[config.mk]
export PLATFORM = sky130hd
export DESIGN_NAME = micro_seq_ctrl
export DESIGN_NICKNAME = d
export VERILOG_FILES = /design/src/rtl/micro_seq_ctrl.sv
export SDC_FILE = /design/constraint.sdc
export NUM_CORES = 1
export LEC_CHECK = 0
export BUFFER_PORTS_ARGS = -buffer_cell sky130_fd_sc_hd__buf_2
export CORE_UTILIZATION = 50
export CTS_BUF_LIST = sky130_fd_sc_hd__clkbuf_8
export DETAILED_ROUTE_END_ITERATION = 16
export GPL_TIMING_DRIVEN = 0
export PLACE_DENSITY = 0.88
export SYNTH_ARGS = -nofsm -noshare
export SYNTH_HDL_FRONTEND = slang
export SYNTH_SLANG_ARGS = --single-unit
export TNS_END_PERCENT = 5
[constraint.sdc]
create_clock -name Clk -period 1.98 [get_ports Clk]
set_clock_uncertainty 0.05 [all_clocks]
set_input_delay 0 -clock Clk [delete_from_list [all_inputs] [get_ports Clk]]
set_output_delay 0 -clock Clk [all_outputs]
set_load 0.005 [all_outputs]
[src/rtl/micro_seq_ctrl.sv]
`default_nettype none
// ============================================================================
// Module   : micro_seq_ctrl
// Brief    : Microprogrammed control unit for the multicycle MIPS datapath.
//            Microcode ROM, two opcode dispatch ROMs, and a micro-PC sequencer.
//            Memory states stretch on MemReady, and a sticky timeout flags
//            long stalls.
// Revision : 1.0 - initial release
// ============================================================================
module micro_seq_ctrl #(
    parameter int WAIT_LIMIT = 15
) (
    input  logic       Clk,
    input  logic       reset,
    input  logic [5:0] Op,
    input  logic       MemReady,
    output logic [3:0] S,
    output logic       PCWrite,
    output logic       PCWriteCond,
    output logic       IorD,
    output logic       MemRead,
    output logic       MemWrite,
    output logic       IRWrite,
    output logic       MemtoReg,
    output logic       ALUSrcA,
    output logic       RegWrite,
    output logic       RegDst,
    output logic [1:0] PCSource,
    output logic [1:0] ALUOp,
    output logic [1:0] ALUSrcB,
    output logic       Illegal,
    output logic       InstrDone,
    output logic       MemTimeout
);

    // Sequencing modes held in the microword
    localparam logic [1:0] c_addr_fetch = 2'b00;
    localparam logic [1:0] c_addr_disp1 = 2'b01;
    localparam logic [1:0] c_addr_disp2 = 2'b10;
    localparam logic [1:0] c_addr_seq   = 2'b11;

    // Micro-PC values
    localparam logic [3:0] c_st_fetch   = 4'd0;
    localparam logic [3:0] c_st_decode  = 4'd1;
    localparam logic [3:0] c_st_memaddr = 4'd2;
    localparam logic [3:0] c_st_memrd   = 4'd3;
    localparam logic [3:0] c_st_ldwb    = 4'd4;
    localparam logic [3:0] c_st_memwr   = 4'd5;
    localparam logic [3:0] c_st_rexec   = 4'd6;
    localparam logic [3:0] c_st_rdone   = 4'd7;
    localparam logic [3:0] c_st_branch  = 4'd8;
    localparam logic [3:0] c_st_jump    = 4'd9;

    // Opcodes understood by the dispatch ROMs
    localparam logic [5:0] c_op_rtype = 6'b000000;
    localparam logic [5:0] c_op_lw    = 6'b100011;
    localparam logic [5:0] c_op_sw    = 6'b101011;
    localparam logic [5:0] c_op_beq   = 6'b000100;
    localparam logic [5:0] c_op_j     = 6'b000010;

    // Stall counter saturates at the limit, so it needs to represent WAIT_LIMIT
    localparam int              c_cnt_w    = $clog2(WAIT_LIMIT + 1);
    localparam logic [c_cnt_w-1:0] c_limit    = c_cnt_w'(WAIT_LIMIT);
    localparam logic [c_cnt_w-1:0] c_limit_m1 = c_cnt_w'(WAIT_LIMIT - 1);

    typedef struct packed {
        logic       pc_write;
        logic       pc_write_cond;
        logic       ior_d;
        logic       mem_read;
        logic       mem_write;
        logic       ir_write;
        logic       memto_reg;
        logic       alu_src_a;
        logic       reg_write;
        logic       reg_dst;
        logic [1:0] pc_source;
        logic [1:0] alu_op;
        logic [1:0] alu_src_b;
        logic [1:0] addr_ctl;
    } uword_t;

    logic [3:0]         r_upc;
    logic [3:0]         w_upc_next;
    logic [c_cnt_w-1:0] r_wait_cnt;
    logic               r_timeout;
    uword_t             w_uword;
    logic [3:0]         w_disp1;
    logic [3:0]         w_disp2;
    logic               w_op_illegal;
    logic               w_mem_state;
    logic               w_stall;

    // Microcode ROM; unused micro-PC values fall back to a fetch redirect
    always_comb begin
        w_uword = '0;
        case (r_upc)
            c_st_fetch: begin
                w_uword.mem_read  = 1'b1;
                w_uword.ir_write  = 1'b1;
                w_uword.alu_src_b = 2'b01;
                w_uword.pc_write  = 1'b1;
                w_uword.pc_source = 2'b00;
                w_uword.addr_ctl  = c_addr_seq;
            end
            c_st_decode: begin
                w_uword.alu_src_b = 2'b11;
                w_uword.addr_ctl  = c_addr_disp1;
            end
            c_st_memaddr: begin
                w_uword.alu_src_a = 1'b1;
                w_uword.alu_src_b = 2'b10;
                w_uword.addr_ctl  = c_addr_disp2;
            end
            c_st_memrd: begin
                w_uword.mem_read = 1'b1;
                w_uword.ior_d    = 1'b1;
                w_uword.addr_ctl = c_addr_seq;
            end
            c_st_ldwb: begin
                w_uword.reg_write = 1'b1;
                w_uword.memto_reg = 1'b1;
                w_uword.addr_ctl  = c_addr_fetch;
            end
            c_st_memwr: begin
                w_uword.mem_write = 1'b1;
                w_uword.ior_d     = 1'b1;
                w_uword.addr_ctl  = c_addr_fetch;
            end
            c_st_rexec: begin
                w_uword.alu_src_a = 1'b1;
                w_uword.alu_op    = 2'b10;
                w_uword.addr_ctl  = c_addr_seq;
            end
            c_st_rdone: begin
                w_uword.reg_write = 1'b1;
                w_uword.reg_dst   = 1'b1;
                w_uword.addr_ctl  = c_addr_fetch;
            end
            c_st_branch: begin
                w_uword.alu_src_a     = 1'b1;
                w_uword.alu_op        = 2'b01;
                w_uword.pc_write_cond = 1'b1;
                w_uword.pc_source     = 2'b01;
                w_uword.addr_ctl      = c_addr_fetch;
            end
            c_st_jump: begin
                w_uword.pc_write  = 1'b1;
                w_uword.pc_source = 2'b10;
                w_uword.addr_ctl  = c_addr_fetch;
            end
            default: w_uword = '0;
        endcase
    end

    // Dispatch ROM 1: decode-state branch on opcode, flags unsupported opcodes
    always_comb begin
        w_disp1      = c_st_fetch;
        w_op_illegal = 1'b0;
        case (Op)
            c_op_rtype: w_disp1 = c_st_rexec;
            c_op_lw:    w_disp1 = c_st_memaddr;
            c_op_sw:    w_disp1 = c_st_memaddr;
            c_op_beq:   w_disp1 = c_st_branch;
            c_op_j:     w_disp1 = c_st_jump;
            default:    w_op_illegal = 1'b1;
        endcase
    end

    // Dispatch ROM 2: load/store split after the address computation
    always_comb begin
        w_disp2 = c_st_fetch;
        case (Op)
            c_op_lw: w_disp2 = c_st_memrd;
            c_op_sw: w_disp2 = c_st_memwr;
            default: w_disp2 = c_st_fetch;
        endcase
    end

    assign w_mem_state = (r_upc == c_st_fetch) || (r_upc == c_st_memrd) ||
                         (r_upc == c_st_memwr);
    assign w_stall     = w_mem_state && !MemReady;

    // Next micro-PC: hold while memory is busy, otherwise follow AddrCtl
    always_comb begin
        w_upc_next = c_st_fetch;
        if (w_stall) begin
            w_upc_next = r_upc;
        end else begin
            case (w_uword.addr_ctl)
                c_addr_fetch: w_upc_next = c_st_fetch;
                c_addr_disp1: w_upc_next = w_disp1;
                c_addr_disp2: w_upc_next = w_disp2;
                c_addr_seq:   w_upc_next = r_upc + 4'd1;
                default:      w_upc_next = c_st_fetch;
            endcase
        end
    end

    // Micro-PC register
    always_ff @(posedge Clk or negedge reset) begin
        if (!reset) begin
            r_upc <= c_st_fetch;
        end else begin
            r_upc <= w_upc_next;
        end
    end

    // Consecutive-stall counter and sticky timeout; the access is never aborted
    always_ff @(posedge Clk or negedge reset) begin
        if (!reset) begin
            r_wait_cnt <= '0;
            r_timeout  <= 1'b0;
        end else if (w_stall) begin
            if (r_wait_cnt != c_limit) begin
                r_wait_cnt <= r_wait_cnt + 1'b1;
            end
            if (r_wait_cnt >= c_limit_m1) begin
                r_timeout <= 1'b1;
            end
        end else begin
            r_wait_cnt <= '0;
        end
    end

    // Output decode: reset masks everything, stalls suppress PC/IR writes
    always_comb begin
        PCWrite     = 1'b0;
        PCWriteCond = 1'b0;
        IorD        = 1'b0;
        MemRead     = 1'b0;
        MemWrite    = 1'b0;
        IRWrite     = 1'b0;
        MemtoReg    = 1'b0;
        ALUSrcA     = 1'b0;
        RegWrite    = 1'b0;
        RegDst      = 1'b0;
        PCSource    = 2'b00;
        ALUOp       = 2'b00;
        ALUSrcB     = 2'b00;
        Illegal     = 1'b0;
        InstrDone   = 1'b0;
        if (reset) begin
            PCWrite     = w_uword.pc_write & ~w_stall;
            PCWriteCond = w_uword.pc_write_cond;
            IorD        = w_uword.ior_d;
            MemRead     = w_uword.mem_read;
            MemWrite    = w_uword.mem_write;
            IRWrite     = w_uword.ir_write & ~w_stall;
            MemtoReg    = w_uword.memto_reg;
            ALUSrcA     = w_uword.alu_src_a;
            RegWrite    = w_uword.reg_write;
            RegDst      = w_uword.reg_dst;
            PCSource    = w_uword.pc_source;
            ALUOp       = w_uword.alu_op;
            ALUSrcB     = w_uword.alu_src_b;
            Illegal     = (r_upc == c_st_decode) & w_op_illegal;
            case (r_upc)
                c_st_ldwb, c_st_rdone, c_st_branch, c_st_jump: InstrDone = 1'b1;
                c_st_memwr:  InstrDone = MemReady;
                c_st_decode: InstrDone = w_op_illegal;
                default:     InstrDone = 1'b0;
            endcase
        end
    end

    assign S          = r_upc;
    assign MemTimeout = r_timeout;

endmodule
`default_nettype wire

; Word level (Yosys, flattened, before mapping)
; Cells that the tools add are included.
[word_totals]
regBits = 9
in_bits = 9
out_inout_bits = 23
[classes]
add_sub_neg = 2
magnitude_cmp = 1
n_eq_ne = 18
n_mux = 36
n_bitwise = 4
n_reduce_logical = 17
[op_table]
columns = cell, n
row1 = 4-bit one-hot mux with 4 select lines, 2
row2 = 1-bit two-way mux, 23
row3 = "4-bit by 3-bit == test with 1-bit output, second input constant", 4
row4 = "6-bit == test, second input constant", 2
row5 = 2-bit one-hot mux with 3 select lines, 2
row6 = 2-bit OR reduction, 5
row7 = "4-bit by 1-bit adder with 4-bit output, second input constant", 2
row8 = "4-bit by 2-bit == test with 1-bit output, second input constant", 2
row9 = "4-bit == test, second input constant", 2
row10 = 4-bit two-way mux, 2
row11 = 2-bit one-hot mux with 2 select lines, 2
row12 = "6-bit by 2-bit == test with 1-bit output, second input constant", 1
row13 = "6-bit by 3-bit == test with 1-bit output, second input constant", 1
row14 = 6-bit zero test, 1
row15 = 2-bit two-way mux, 3
row16 = 3-bit one-hot mux with 2 select lines, 1
row17 = 3-bit OR reduction, 2
row18 = 5-bit OR reduction, 1
row19 = "2-bit == test, second input constant", 2
row20 = "4-bit by 1-bit == test with 1-bit output, second input constant", 1
row21 = "4-bit >= comparator, second input constant", 1
row22 = 4-bit zero test, 1
row23 = "4-bit inequality test, second input constant", 1
row24 = 4-bit OR reduction, 1
row25 = 10 further kinds, 13

; Depth between registers and ports, before layout
; Gate-level depths: netlist of run 1.
[logic_depth]
word_depth = 7
ltp_mapped = 7

; Worst setup path before layout of run 1
; Ideal clock, no wire load.
[synth_path]
kind = reg-to-reg
startpoint = reg r_upc[0], in the netlist S[0]
endpoint = reg r_upc[2], in the netlist S[2]
setup_ns = 0.094
arrival_time_ns = 1.665
t_required_ns = 1.836
setup_slack_ns = 0.171
path_stages_with_launch = 8
path_buffers = 1
path_cell_list = dfrtp_1 inv_1 ha_1 buf_6 or3_4 nor4_4 o21ai_1 a211oi_1
[synth_via]
elab_chain_cells = 5
word_cells_on_any_way = 17
[synth_rtl]
columns = item, line_no
row1 = "start, declared", 83  ; logic [3:0] r_upc;
row2 = "start signal, assigned", 203  ; r_upc <= c_st_fetch;
row3 = "start signal, assigned", 205  ; r_upc <= w_upc_next;
row4 = "4-bit by 2-bit == test with 1-bit output, or another cell as far along", "97, 180"
row5 = 3-bit OR reduction (no source line), n/a
row6 = 2-bit one-hot mux with 3 select lines, 97  ; case (r_upc)
row7 = "2-bit == test, or another cell as far along", 190  ; case (w_uword.addr_ctl)
row8 = 4-bit one-hot mux with 4 select lines, 190
; Several ways; a longest one is shown, not always the timed one.
; A chain may end at the register's enable or synchronous reset.

; Worst setup path in the final report of run 1
[layout_path]
startpoint = reg r_upc[0], in the netlist S[0]
endpoint = reg r_upc[3], in the netlist S[3]
; Same word-level chain as after synthesis.

==> reports/metrics.yaml, run 1 <==
status: "finished, final reports clean"
nNetsFinal: 177
clock.fmax_ghz: 0.5163
portBuffers: 30
slew_headroom: 0.7638
overflow: 0
synth_top_family_by_area: "simple AND/OR/NAND/NOR gates"
route.met2.wl_um: 1317
worst-endpoint-arrival_ns: 2.03
synth_simple_gate_area_frac: 0.3436
gp_congestion: 0.8443
hp-class: "in -> reg"
top_layer: "met3"
synth_top_area_frac: 0.2416
whs_ns: 0.1163
htreeDepth: 1
synth_edf_count: 0
ys_ff_latch: 9
vias_per_cell: 5.683
synth_adder_area_share: 0.08054
root_buffer: "clkbuf_8"
core.rowCount: 15
period_needed_ns: 1.937
synthXorXnorAreaFrac: 0.01879
grt_pass1_vias: 971
area_growth_pct: 30.87
synth_cell_type_count: 37
drt-wirelength-per-cell_um: 13.33
drv_cap: 0
syn-mean-instance-area_um2: 7.578
synthTopCellsByArea: "dfrtp_1, ha_1, nor2_1, a21oi_1, nor3_1"
wl_met3_um: 86
yosysTopAreaCell: "dfrtp_1"
drive_above_1_share: 0.3478
yosysSeqAreaShare: 0.2416
synthMuxAreaShare: 0
synthFlopType: "dfrtp_1"
yosysMostFrequentCell: "nor2_1"
cts_tree: "done"
finalCritPeriodShare: 0.9782
cts.sinks: 9
met1_length_um: 1075
first_pass_iters: 4
grt_start_max_net_pins: 12
netlist_top_cells_count: "nor2_1, a21oi_1, dfrtp_1"
grt_pass1_wl_um: 4022
critical_path_class: "reg -> reg"
post-dp-hpwl_um: 1817
cp-start-kind: "register"
synth_cells: 123
postPlaceCellArea_um2: 1114
rsz0062_at_grt: "true"
syn-num-nets: 138
cp-end-kind: "register"
dieArea_um2: 2041
powerDensity_nw_per_um2: 1253
worstMarginPinSlew_ns: 0.3544
num_vias: 1057
start_util: 0.5341
netlist_area_um2: 932.1
fillers: 156
hold_viol: 0
ios: 32
clockBufferDepth: 2
finish.utilization: 0.6989
setup_viol: 0
path_max_fanout: 10
clkTransAtPathRegs_ns: 0.05
design_area_um2: 1220
ir_worst_vdd_v: 0.0007902
ant_nets: 0
synth_compound_area_frac: 0.2336
static-leakage-power_nw: 0.5949
grtUsageTotal: 0.2604
cp.required_ns: 2.07
insertedDiodeCount: 0
antenna_found_initial: 0
cts_made_buffers: 3
die_h_um: 45.18
async_flop_share: 1.000
drt_iter0_drc: 40
yosysWarnings: 0
clk_latency_ns: 0.23
drc: 0
drt-total-wl_um: 2479
fp.dieW_um: 45.18
maxSlewViolCount: 0
core-area_um2: 1745
[final cells by class]
cell class                      count  area [um^2]  share of cell area
Clock inverter                      1        5.005            0.004103
Buffer                              8        56.30             0.04615
Sequential cell                     9        225.2              0.1846
Inverter                            6        22.52             0.01846
Clock buffer                        3        41.29             0.03385
Multi-Input combinational cell    100        655.6              0.5374
Tap cell                           25        31.28             0.02564
Timing Repair Buffer               34        182.7              0.1497
[placed cells by master, fill, tap and decap left out, types with 3 or more instances in the layout]
cell type   n
a21oi_1     9
and3_1      4
buf_2      32
buf_4       4
clkbuf_8    3
dfrtp_1     9
ha_1        5
inv_1       4
nand2_1     8
nand2b_1    4
nand3_1     3
nor2_1     17
nor3_1      8
nor3b_1     3
o21ai_0     6
[critical path, stage by stage (launching register included)]
cell	delay (ns)
dfrtp_1	0.38
buf_4	0.13
ha_1	0.16
clkbuf_4	0.20
or2b_2	0.35
nor4_1	0.30
a21oi_1	0.13
nor3_1	0.15
[state kept, by name (all words and copies together) (netlist names)]
name and cells:
r_wait_cnt 4, S 4, MemTimeout 1
[metal layers]
| metal | GRT usage | vias up |
|---|---|---|
| met4 | 0.08485 | 0 |
| met3 | 0.01200 | 0 |
| met2 | 0.4580 | 34 |
| met5 | 0 | - |
| met1 | 0.3400 | 508 |
| li1 | - | 515 |
[kinds of logic (layout without fill, tap and decap cells)]
| logic type | after synthesis | after routing |
|---|---|---|
| xor+xnor | 2 | 2 |
| compound gates | 34 | 34 |
| fa+ha+maj | 6 | 6 |
| buf+inv | 14 | 52 |
| simple gates | 58 | 58 |
| flops | 9 | 9 |
[path summary, 6_finish.rpt]
kind / slack (ns) / endpoint / start / depth (start not counted)
max reg2reg: 0.04 / S[3] / S[0] / 7
min: 0.12 / r_wait_cnt[0] / MemReady / 3
max in group asynchronous: 1.56 / r_wait_cnt[3] / reset / 2
max: 0.04 / S[3] / S[0] / 7
min reg2reg: 0.43 / MemTimeout / MemTimeout / 1
min in group asynchronous: 0.13 / S[3] / reset / 2
[report_power, final]
part	switching (mW)	internal [mW]
combinational	0.559	0.462
clock	0.0695	0.137
sequential	0.0688	0.231
total	0.698	0.830
[stage by stage]
stage          setup slack (ns)  TNS [ns]  power (mW)  cells
2_1_floorplan            0.1711         0      0.9370    123
3_5_place_dp           0.006837         0       1.202    178
3_3_place_gp            0.02155         0       1.167    178
6_report                0.04317         0       1.528    186
5_1_grt                -0.02280  -0.05537       1.651    186
4_1_cts                 0.01439         0       1.437    183
[what timing repair did]
item	CTS	global route
buffers inserted	0	3
hold buffers	1	0
gates resized for setup	2	7
pin swaps	0	3
hold endpoints to repair	9	0
setup endpoints to repair	2	5
Power figures use the tool's default switching activity.
==> run 2: changes to the inputs <==
clock period = 2 ns   (was 1.98 ns; I/O delays follow)
==> run 2 against run 1 <==
  * Cell area is the same
  * Setup slack gained 0.019 ns
  * First-iteration DRC count is the same
  * Count of clock-buffer cells in the layout is the same
  * Highest routed layer unchanged
  * Sequential share of layout area is the same
  * Wire length grew 0.12%
==> reports/metrics.yaml, run 2 (same netlist as run 1, synthesis figures left out) <==
status: "finished, final reports clean"
drt_iter0_drc: 40
start_util: 0.5341
grt_start_max_net_pins: 12
grtUsageMet1: 0.3375
dp.cells: 178
insertedDiodeCount: 0
area_growth_pct: 30.87
overflow: 0
ios: 32
p_seq_frac: 0.196
cts.sinks: 9
core.rowCount: 15
grt.busiest_layer: "met2"
num_vias: 1060
drt-wirelength-per-cell_um: 13.34
nNetsFinal: 177
post-dp-hpwl_um: 1817
clockBufferDepth: 2
grtUsageTotal: 0.2596
final_cell_mix: "buf_2, nor2_1, dfrtp_1, a21oi_1"
crit_chain: "buf_4, ha_1, clkbuf_4, or2b_2, nor4_1, a21oi_1, nor3_1"
hold_viol: 0
finalCritPeriodShare: 0.9688
period_needed_ns: 1.938
drive_above_1_share: 0.3478
antenna_found_initial: 0
worstMarginPinSlew_ns: 0.3541
vias_per_cell: 5.699
maxSlewViolCount: 0
first_pass_iters: 4
worst-endpoint-arrival_ns: 2.03
grt_pass1_vias: 968
drt-total-wl_um: 2482
clkPwrFrac: 0.135
clkTransAtPathRegs_ns: 0.05
cts_made_buffers: 3
clock.fmax_ghz: 0.5161
setup_viol: 0
ant_nets: 0
portBuffers: 30
switchingPower_uw: 691.4
finish.utilization: 0.6989
r2r-end: "S[3]"
drc: 0
r2r_start: "S[0]"
ir_worst_vdd_v: 0.0007827
core-area_um2: 1745
hp-class: "in -> reg"
root_buffer: "clkbuf_8"
worst-path-buf-inv: 2
cts_tree: "done"
fp.dieW_um: 45.18
cp.required_ns: 2.09
clk_latency_ns: 0.23
hold_path_end: "r_wait_cnt[0]"
htreeDepth: 1
stdcell_count: 186
grtUsageMet2: 0.4580
path_max_fanout: 10
rrSetupSlack_ns: 0.06
final_common_cell: "buf_2"
path_delay_family: "simple AND/OR/NAND/NOR gates"
cp-end-kind: "register"
dieArea_um2: 2041
static-leakage-power_nw: 0.5946
cpPeakStageDelay_ns: 0.38
slew_headroom: 0.7639
use_met3: 0.01200
die_h_um: 45.18
drv_cap: 0
combPwrFrac: 0.669
rr_worst_depth: 7
critical_path_class: "reg -> reg"
cp-start-kind: "register"
slowest_stage: "dfrtp_1"
powerDensity_nw_per_um2: 1241
worstHoldStart: "MemReady"
p_sw_frac: 0.4565
holdPathStages: 3
grt_pass1_wl_um: 3995
p_int_uw: 823.1
gp_congestion: 0.8443
==> run 2: cell counts in the layout (fill, tap and decap cells not counted) <==
No cell type changed its count.
==> run 2: worst max-delay path by stage <==
stage | from | end | slack [ns] | cells past startpoint
2_1_floorplan | S[0] | S[2] | 0.19 | 7
3_3_place_gp | S[0] | S[2] | 0.04 | 7
3_5_place_dp | S[0] | S[2] | 0.03 | 7
4_1_cts | S[0] | S[2] | 0.006 | 7
5_1_grt | S[0] | S[3] | -0.003 | 7
6_report | S[0] | S[3] | 0.06 | 7
==> run 2: worst min-delay path, delay by kind of cell <==
kind	cells	cell delay, ns
and+or+nand+nor	1	0.06
buffers and inverters	1	0.13
AOI/OAI and AO/OA	1	0.16
==> run 2: timing repair <==
item                                    in CTS  in global routing
endpoints found under the hold margin        9                  0
pin swaps                                    0                  2
gates cloned                                 0                  0
hold buffers                                 1                  0
gates resized for setup                      1                  8
endpoints found under the setup margin       1                  5
buffers inserted                             0                  3
==> run 2: area by class of cell <==
| class | instances | area (um^2) |
|---|---|---|
| inverter | 6 | 22.52 |
| tap | 25 | 31.28 |
| timing repair buffer | 34 | 182.7 |
| clock buffer | 3 | 41.29 |
| sequential | 9 | 225.2 |
| clock inverter | 1 | 5.005 |
| multi-input combinational | 100 | 655.6 |
| buffer | 8 | 56.30 |
| fill | 156 | 525.5 |
==> run 2: stage by stage <==
stage	area [um^2]	setup TNS (ns)	hold slack [ns]	worst slack [ns]	power, mW
after floorplan	932.1	0	-0.3456	0.1911	0.9276
after global placement	1114	0	-0.1855	0.04155	1.155
after detailed placement	1114	0	-0.1832	0.02684	1.190
after CTS	1171	0	0.1069	0.005551	1.410
after global routing	1220	-0.002924	0.1318	-0.002802	1.636
final	1220	0	0.1163	0.06249	1.514
==> run 2: power by group through the flow <==
stage / combinational [mW] / sequential, mW / clock [mW]
floorplan: 0.642 / 0.286 / 0
global placement: 0.866 / 0.289 / 0
detailed placement: 0.895 / 0.295 / 0
CTS: 0.907 / 0.293 / 0.210
global route: 1.11 / 0.305 / 0.218
finish: 1.01 / 0.297 / 0.204
==> run 2: routing by layer <==
layer | vias up | part of all wire
li1 | 515 | -
met3 | 0 | 0.035
met2 | 34 | 0.53
met5 | - | 0
met1 | 511 | 0.43
met4 | 0 | 0
